--- src/rtl/id_ex_stage.sv ---
// ID/EX pipeline register for the LEGv8 five-stage core.
// Latches decode outputs, detects load-use hazards against EX, inserts bubbles and counts them.
module id_ex_stage #(
  parameter int DATA_WIDTH = 64,
  parameter int PC_WIDTH   = 64,
  parameter int CNT_WIDTH  = 16
) (
  input  logic                  clk,
  input  logic                  reset,
  input  logic                  hold,
  input  logic                  flush,
  input  logic                  id_uncondbranch,
  input  logic                  id_branch,
  input  logic                  id_mem_read,
  input  logic                  id_mem_to_reg,
  input  logic                  id_mem_write,
  input  logic                  id_alu_src,
  input  logic                  id_reg_write,
  input  logic [1:0]            id_alu_op,
  input  logic [10:0]           id_opcode,
  input  logic [PC_WIDTH-1:0]   id_pc,
  input  logic [DATA_WIDTH-1:0] id_read_data1,
  input  logic [DATA_WIDTH-1:0] id_read_data2,
  input  logic [DATA_WIDTH-1:0] id_sign_ext,
  input  logic [4:0]            id_read_reg1,
  input  logic [4:0]            id_read_reg2,
  input  logic [4:0]            id_write_reg,
  output logic                  ex_uncondbranch,
  output logic                  ex_branch,
  output logic                  ex_mem_read,
  output logic                  ex_mem_to_reg,
  output logic                  ex_mem_write,
  output logic                  ex_alu_src,
  output logic                  ex_reg_write,
  output logic [1:0]            ex_alu_op,
  output logic [10:0]           ex_opcode,
  output logic [PC_WIDTH-1:0]   ex_pc,
  output logic [DATA_WIDTH-1:0] ex_read_data1,
  output logic [DATA_WIDTH-1:0] ex_read_data2,
  output logic [DATA_WIDTH-1:0] ex_sign_ext,
  output logic [4:0]            ex_write_reg,
  output logic                  stall,
  output logic [CNT_WIDTH-1:0]  bubble_count
);

  localparam logic [4:0] XZR = 5'd31;

  // Control bundle: {uncondbranch, branch, mem_read, mem_to_reg, mem_write, alu_src, reg_write, alu_op}
  logic [8:0]            ctrl_q, ctrl_d, id_ctrl;
  logic [10:0]           opcode_q, opcode_d;
  logic [PC_WIDTH-1:0]   pc_q, pc_d;
  logic [DATA_WIDTH-1:0] rd1_q, rd1_d, rd2_q, rd2_d, imm_q, imm_d;
  logic [4:0]            wreg_q, wreg_d;
  logic [CNT_WIDTH-1:0]  cnt_q, cnt_d;
  logic                  hazard;

  function automatic logic [CNT_WIDTH-1:0] sat_inc(input logic [CNT_WIDTH-1:0] v);
    return (&v) ? v : v + {{(CNT_WIDTH-1){1'b0}}, 1'b1};
  endfunction

  assign id_ctrl = {id_uncondbranch, id_branch, id_mem_read, id_mem_to_reg,
                    id_mem_write, id_alu_src, id_reg_write, id_alu_op};

  // ctrl_q[6] is mem_read of the instruction currently in EX
  assign hazard = ctrl_q[6] && (wreg_q != XZR) &&
                  ((wreg_q == id_read_reg1) || (wreg_q == id_read_reg2));

  assign stall = hazard && !flush && !hold && !reset;

  always_comb begin
    ctrl_d   = ctrl_q;
    opcode_d = opcode_q;
    pc_d     = pc_q;
    rd1_d    = rd1_q;
    rd2_d    = rd2_q;
    imm_d    = imm_q;
    wreg_d   = wreg_q;
    cnt_d    = cnt_q;
    if (hold) begin
      // freeze everything
    end else if (flush) begin
      ctrl_d   = '0;
      opcode_d = '0;
      pc_d     = '0;
      rd1_d    = '0;
      rd2_d    = '0;
      imm_d    = '0;
      wreg_d   = '0;
    end else begin
      ctrl_d   = hazard ? 9'd0 : id_ctrl;
      opcode_d = id_opcode;
      pc_d     = id_pc;
      rd1_d    = id_read_data1;
      rd2_d    = id_read_data2;
      imm_d    = id_sign_ext;
      wreg_d   = id_write_reg;
      if (hazard) cnt_d = sat_inc(cnt_q);
    end
  end

  always_ff @(posedge clk or posedge reset) begin
    if (reset) begin
      ctrl_q   <= '0;
      opcode_q <= '0;
      pc_q     <= '0;
      rd1_q    <= '0;
      rd2_q    <= '0;
      imm_q    <= '0;
      wreg_q   <= '0;
      cnt_q    <= '0;
    end else begin
      ctrl_q   <= ctrl_d;
      opcode_q <= opcode_d;
      pc_q     <= pc_d;
      rd1_q    <= rd1_d;
      rd2_q    <= rd2_d;
      imm_q    <= imm_d;
      wreg_q   <= wreg_d;
      cnt_q    <= cnt_d;
    end
  end

  assign {ex_uncondbranch, ex_branch, ex_mem_read, ex_mem_to_reg,
          ex_mem_write, ex_alu_src, ex_reg_write, ex_alu_op} = ctrl_q;
  assign ex_opcode     = opcode_q;
  assign ex_pc         = pc_q;
  assign ex_read_data1 = rd1_q;
  assign ex_read_data2 = rd2_q;
  assign ex_sign_ext   = imm_q;
  assign ex_write_reg  = wreg_q;
  assign bubble_count  = cnt_q;

endmodule
--- config.mk ---
export PLATFORM = sky130hd
export DESIGN_NAME = id_ex_stage
export DESIGN_NICKNAME = d
export VERILOG_FILES = /design/src/rtl/id_ex_stage.sv
export SDC_FILE = /design/constraint.sdc
export NUM_CORES = 1
export LEC_CHECK = 0
export BUFFER_PORTS_ARGS = -buffer_cell sky130_fd_sc_hd__buf_2
export CAP_MARGIN = 20
export CORE_AREA = 2 2 230 232
export DETAILED_ROUTE_END_ITERATION = 10
export DIE_AREA = 0 0 232 234
export PLACE_DENSITY = 0.47
export SETUP_SLACK_MARGIN = 0.05
export SLEW_MARGIN = 20
export SYNTH_ARGS = -nofsm -noshare
export SYNTH_HDL_FRONTEND = slang
export SYNTH_SLANG_ARGS = --single-unit
--- constraint.sdc ---
create_clock -name clk -period 26.3 [get_ports clk]
set_input_delay 5.26 -clock clk [delete_from_list [all_inputs] [get_ports clk]]
set_output_delay 5.26 -clock clk [all_outputs]
set_load 0.1 [all_outputs]
# Yosys cells after proc, flatten, opt, wreduce, memory -nomap -nowiden
# Cells that the tools add are included.
# word_totals
word_cells	34
register_bits	297
out_inout_bits	298
input_bits	295
# op_classes
n_reduce_logical	11
n_eq_ne	3
add_sub_neg	1
muxes	8
bitwise_logic	3
# op_table
operator	count
$mux W64	4
$mux W9	2
$add A16 B1 Y16 const B	1
$reduce_and A16 Y1	1
$mux W11	1
$eq A5 B5 Y1	2
$logic_and A1 B1 Y1	5
$mux W5	1
$ne A5 B5 Y1 const B	1
$reduce_and A4 Y1	1
$logic_not A1 Y1	3
$not A1 Y1	3
$logic_or A1 B1 Y1	1

# Logic depth before layout (Yosys ltp)
# logic_depth
ltp_word	6
depth_mapped	8
ltp_nobuf	6

# Least setup slack after synthesis
# Ideal clock, no wire load.
# synth_timing
path_type	in2out
startpoint	input reset
endpoint	output stall
path_buffers	0
cell_stages	2
arrival_ns	12.855
path_slack_ns	8.185
required_time_ns	21.040
cell_sequence	inv_1 > and3_1
# synth_between
elab_chain_cells	2
# synth_lines
item	line_no	source
from (decl)	9	input logic reset,
$logic_not A1 Y1 (no line)	--	
$logic_and A1 B1 Y1	68	assign stall = hazard && !flush && !hold && !reset;
to (decl)	42	output logic stall,
# Every way passes these cells.

# Final worst setup path
# layout_timing
startpoint	input hold
endpoint	output stall
# layout_between
elab_chain_cells	3
# layout_lines
item	line_no	source
from (decl)	10	input logic hold,
$logic_not A1 Y1	68	
$logic_and A1 B1 Y1 (2 in a row)	68	
# Every way passes these cells.

==> summary.txt <==
Outcome
  – Status: finished, final reports clean

Clock tree
  – Total CTS buffers: 36
  – Clock Latency Late Sink: approximately 0.52 ns
  – Root Buffer: clkbuf_16
  – Post-cts hold buffer count: 0
  – Clock transition at path regs: ~0.06 ns
  – Post-CTS Resized: 0
  – TritonCTS clock tree: built
  – Post-CTS Setup Inserts: 0
  – H-tree levels: 2
  – Clock Sinks: 297
  – Longest Clk Path Bufs: 3

Logic synthesis
  – Largest family of logic cells by synthesized area: compound AO/OA/AOI/OAI gates
  – Synth area leaders: dfrtp_1, a22o_1, clkbuf_1
  – Simple-gate share of the synthesized area: 0.02557
  – Library cells used by synthesis: 27
  – Post-synth top area share: 0.6934
  – Post-synthesis adder-cell area fraction: 0.001167
  – Syn. warnings: 0
  – Flops & latches, synth: between 200 and 300
  – Syn_nets: a little over 1000
  – Compound-Gate Fraction of Synth Area: 0.2344
  – Post-Synthesis Cell Area: between 10000 and 15000 um2
  – Cells after Synth: a little over 700
  – Post-synthesis sequential area ratio: 0.6934
  – Yosys top cell by area: dfrtp_1
  – Mux cell area share after synthesis: 0.001051
  – Post-synthesis xor/xnor area fraction: 0.01961
  – Syn_area_per_cell: between 10 and 15 um2

Pwr
  – Net Sw Power: between 0.5 and 0.6 mW
  – Pleak: between 8 and 9 nW
  – Cell internal pwr: around 0.87 mW
  – Logic pwr share: 0.274
  – Maximum vdd drop: 35.09 uV
  – Total power: roughly 1.4 mW
  – Sequential share of power: 0.368
  – Power per cell area: 89.35 nW/um2
  – Power share of the clock group: 0.358
  – Sw Ratio: 0.3784

STA
  – Final Slew Violations: 0
  – Slew HR: 0.2877
  – Slew @ Worst Pin: 1.068 ns
  – Fmax achieved: between 0.07 and 0.08 GHz
  – Clock skew: approximately 0.016 ns
  – Period Utilization, post-route: 0.4836
  – Unrepaired setup endpoints after global routing: no
  – Period minus WS final: between 10 and 15 ns
  – Fin. Hold Viols: 0
  – TNS Setup: 0 ns
  – # setup viols final: 0

Routing
  – Routed WL per cell: 18.69 um
  – Met3 routed WL: 2.573 mm
  – Metal2 WL: roughly 18 mm
  – Routed vias: between 8000 and 9000
  – Top layer in use: met5
  – Initial DRC Count: between 400 and 500
  – Drt drc: 0
  – Vias per cell: roughly 4.3
  – Met1 WL: 15.78 mm
  – Drt total wl: 37.73 mm
  – DRT antenna net count: 0
  – Pre-Repair DR Iteration Count: 4

Min path
  – Hold Path Class: flip-flop to flip-flop

Worst setup path
  – Crit Path Max Fanout: 99
  – CP Capture Type: output pin
  – Crit Path Category: input port to output pin
  – Critical path, cell by cell: clkbuf_8, nor2_4, buf_4, nand3_1, o22ai_4, and3_1, buf_2
  – Critical Path Start Type: input port
  – Arrival time worst endpoint: roughly 7.5 ns
  – CP bufs+invs: 3
  – Slowest stage delay, CP: 0.42 ns
  – Data required, critical path: roughly 21 ns
  – CP top delay family: buffers and inverters
  – CP max stage cell: o22ai_4

Global route
  – Vias in the first global route: slightly below 9000
  – First-pass GRT wire length: ~55 mm
  – Pin count of the biggest net entering global routing: 100
  – Antenna violations before repair: 8
  – Global Route Usage Sum: 0.1312
  – GR Overflow Total: 0

Die
  – Row count: 84
  – Die W: around 230 um
  – # IOs: between 500 and 600
  – Die area: roughly 54000 um2
  – Initial Util: 0.2060
  – Chip height: approximately 230 um
  – Core Area: between 50000 and 60000 um2

Finish
  – Post-route cell area: between 15000 and 20000 um2
  – Layout cell share with drive strength beyond 1: 0.5015
  – Final core utilization: 0.2999
  – Layout net count: about 1600
  – Area grow syn2layout: 45.55%

Placed design
  – Port bufs: approximately 600
  – HPWL after DPL: ~27 mm
  – Global placement routability congestion: just over 0.8
  – Placed Area: around 14000 um2

Run
  – Max-cap viol count: 0
[area by class of cell]
| type | instances | area [um2] |
|---|---|---|
| antenna | 8 | 20.02 |
| inverter | 3 | 18.77 |
| clock buffer | 53 | 1106 |
| sequential | 297 | 7432 |
| timing repair buffer | 602 | 3047 |
| fill | 5404 | 36420 |
| clock inverter | 7 | 87.58 |
| multi-input combinational | 360 | 3028 |
| tap | 688 | 860.8 |
[layout by cell type, fill, tap and decap left out, types with 2 or more instances in the layout]
cell	instances
buf_4	10
clkbuf_16	37
dfrtp_1	297
and4_1	3
nor4_1	3
clkbuf_8	13
nand4_1	5
inv_1	2
bufinv_16	2
xnor2_1	24
clkinv_2	4
clkbuf_1	4
nand2_1	8
buf_2	591
and3_1	7
diode_2	8
nand4b_1	2
nor2_1	2
a22o_1	281
nand3_1	12
[synth_stat cells]
library cell / n
nor2_1: 3
nand3_2: 1
nand4_1: 5
ha_1: 1
nand2_1: 8
and3_1: 7
a21oi_1: 1
or4_1: 1
nand4_2: 1
and4_1: 3
buf_6: 1
nor3_1: 1
inv_1: 3
dfrtp_1: 297
mux2_1: 1
o22ai_1: 1
clkbuf_1: 62
buf_2: 2
nand4b_1: 2
nor4_1: 3
a21boi_1: 1
xnor2_1: 24
nand3_1: 12
o21ai_0: 1
a22o_1: 281
o21a_1: 1
o22ai_4: 1
[worst paths after layout]
| kind | end | start | slack (ns) | cells past startpoint |
|---|---|---|---|---|
| setup / recovery | stall | hold | 13.58 | 7 |
| hold / removal | bubble_count[13] | bubble_count[13] | 0.49 | 1 |
| setup reg to reg | bubble_count[1] | bubble_count[0] | 23.95 | 6 |
| hold reg to reg | bubble_count[13] | bubble_count[13] | 0.49 | 1 |
| max in group asynchronous | ex_sign_ext[14] | reset | 19.53 | 4 |
| min in group asynchronous | ex_read_data2[36] | reset | 4.79 | 2 |
[power groups by stage]
stage               Clock [mW]  Sequential, mW  Combinational (mW)
floorplan                    0           0.768              0.0521
global placement             0           0.520               0.384
detailed placement           0           0.520               0.386
CTS                      0.518           0.513               0.386
global route             0.536           0.517               0.396
finish                   0.499           0.513               0.382
[layer usage]
layer,global-route usage,vias to the layer above
met4,0.05128,4
met2,0.2076,319
met5,0,-
li1,-,3938
met3,0.03769,65
met1,0.1691,4312
[stage by stage]
stage                     setup slack (ns)  hold WS [ns]  instances
final                                13.58        0.4943       2018
after global routing                 13.40        0.5150       2015
after CTS                            13.53        0.4953       2010
after detailed placement             13.52        0.4823       1950
after global placement               13.54        0.4872       1950
after floorplan                      8.185         1.048        725
[logic make-up after synthesis]
group | Yosys count
AOI/OAI and AO/OA | 287
muxes | 1
adders and majority gates | 1
buffers and inverters | 68
xor gates and xnor gates | 24
and+or+nand+nor | 47
DFF | 297
No activity file was read; power rests on OpenSTA's default activity.
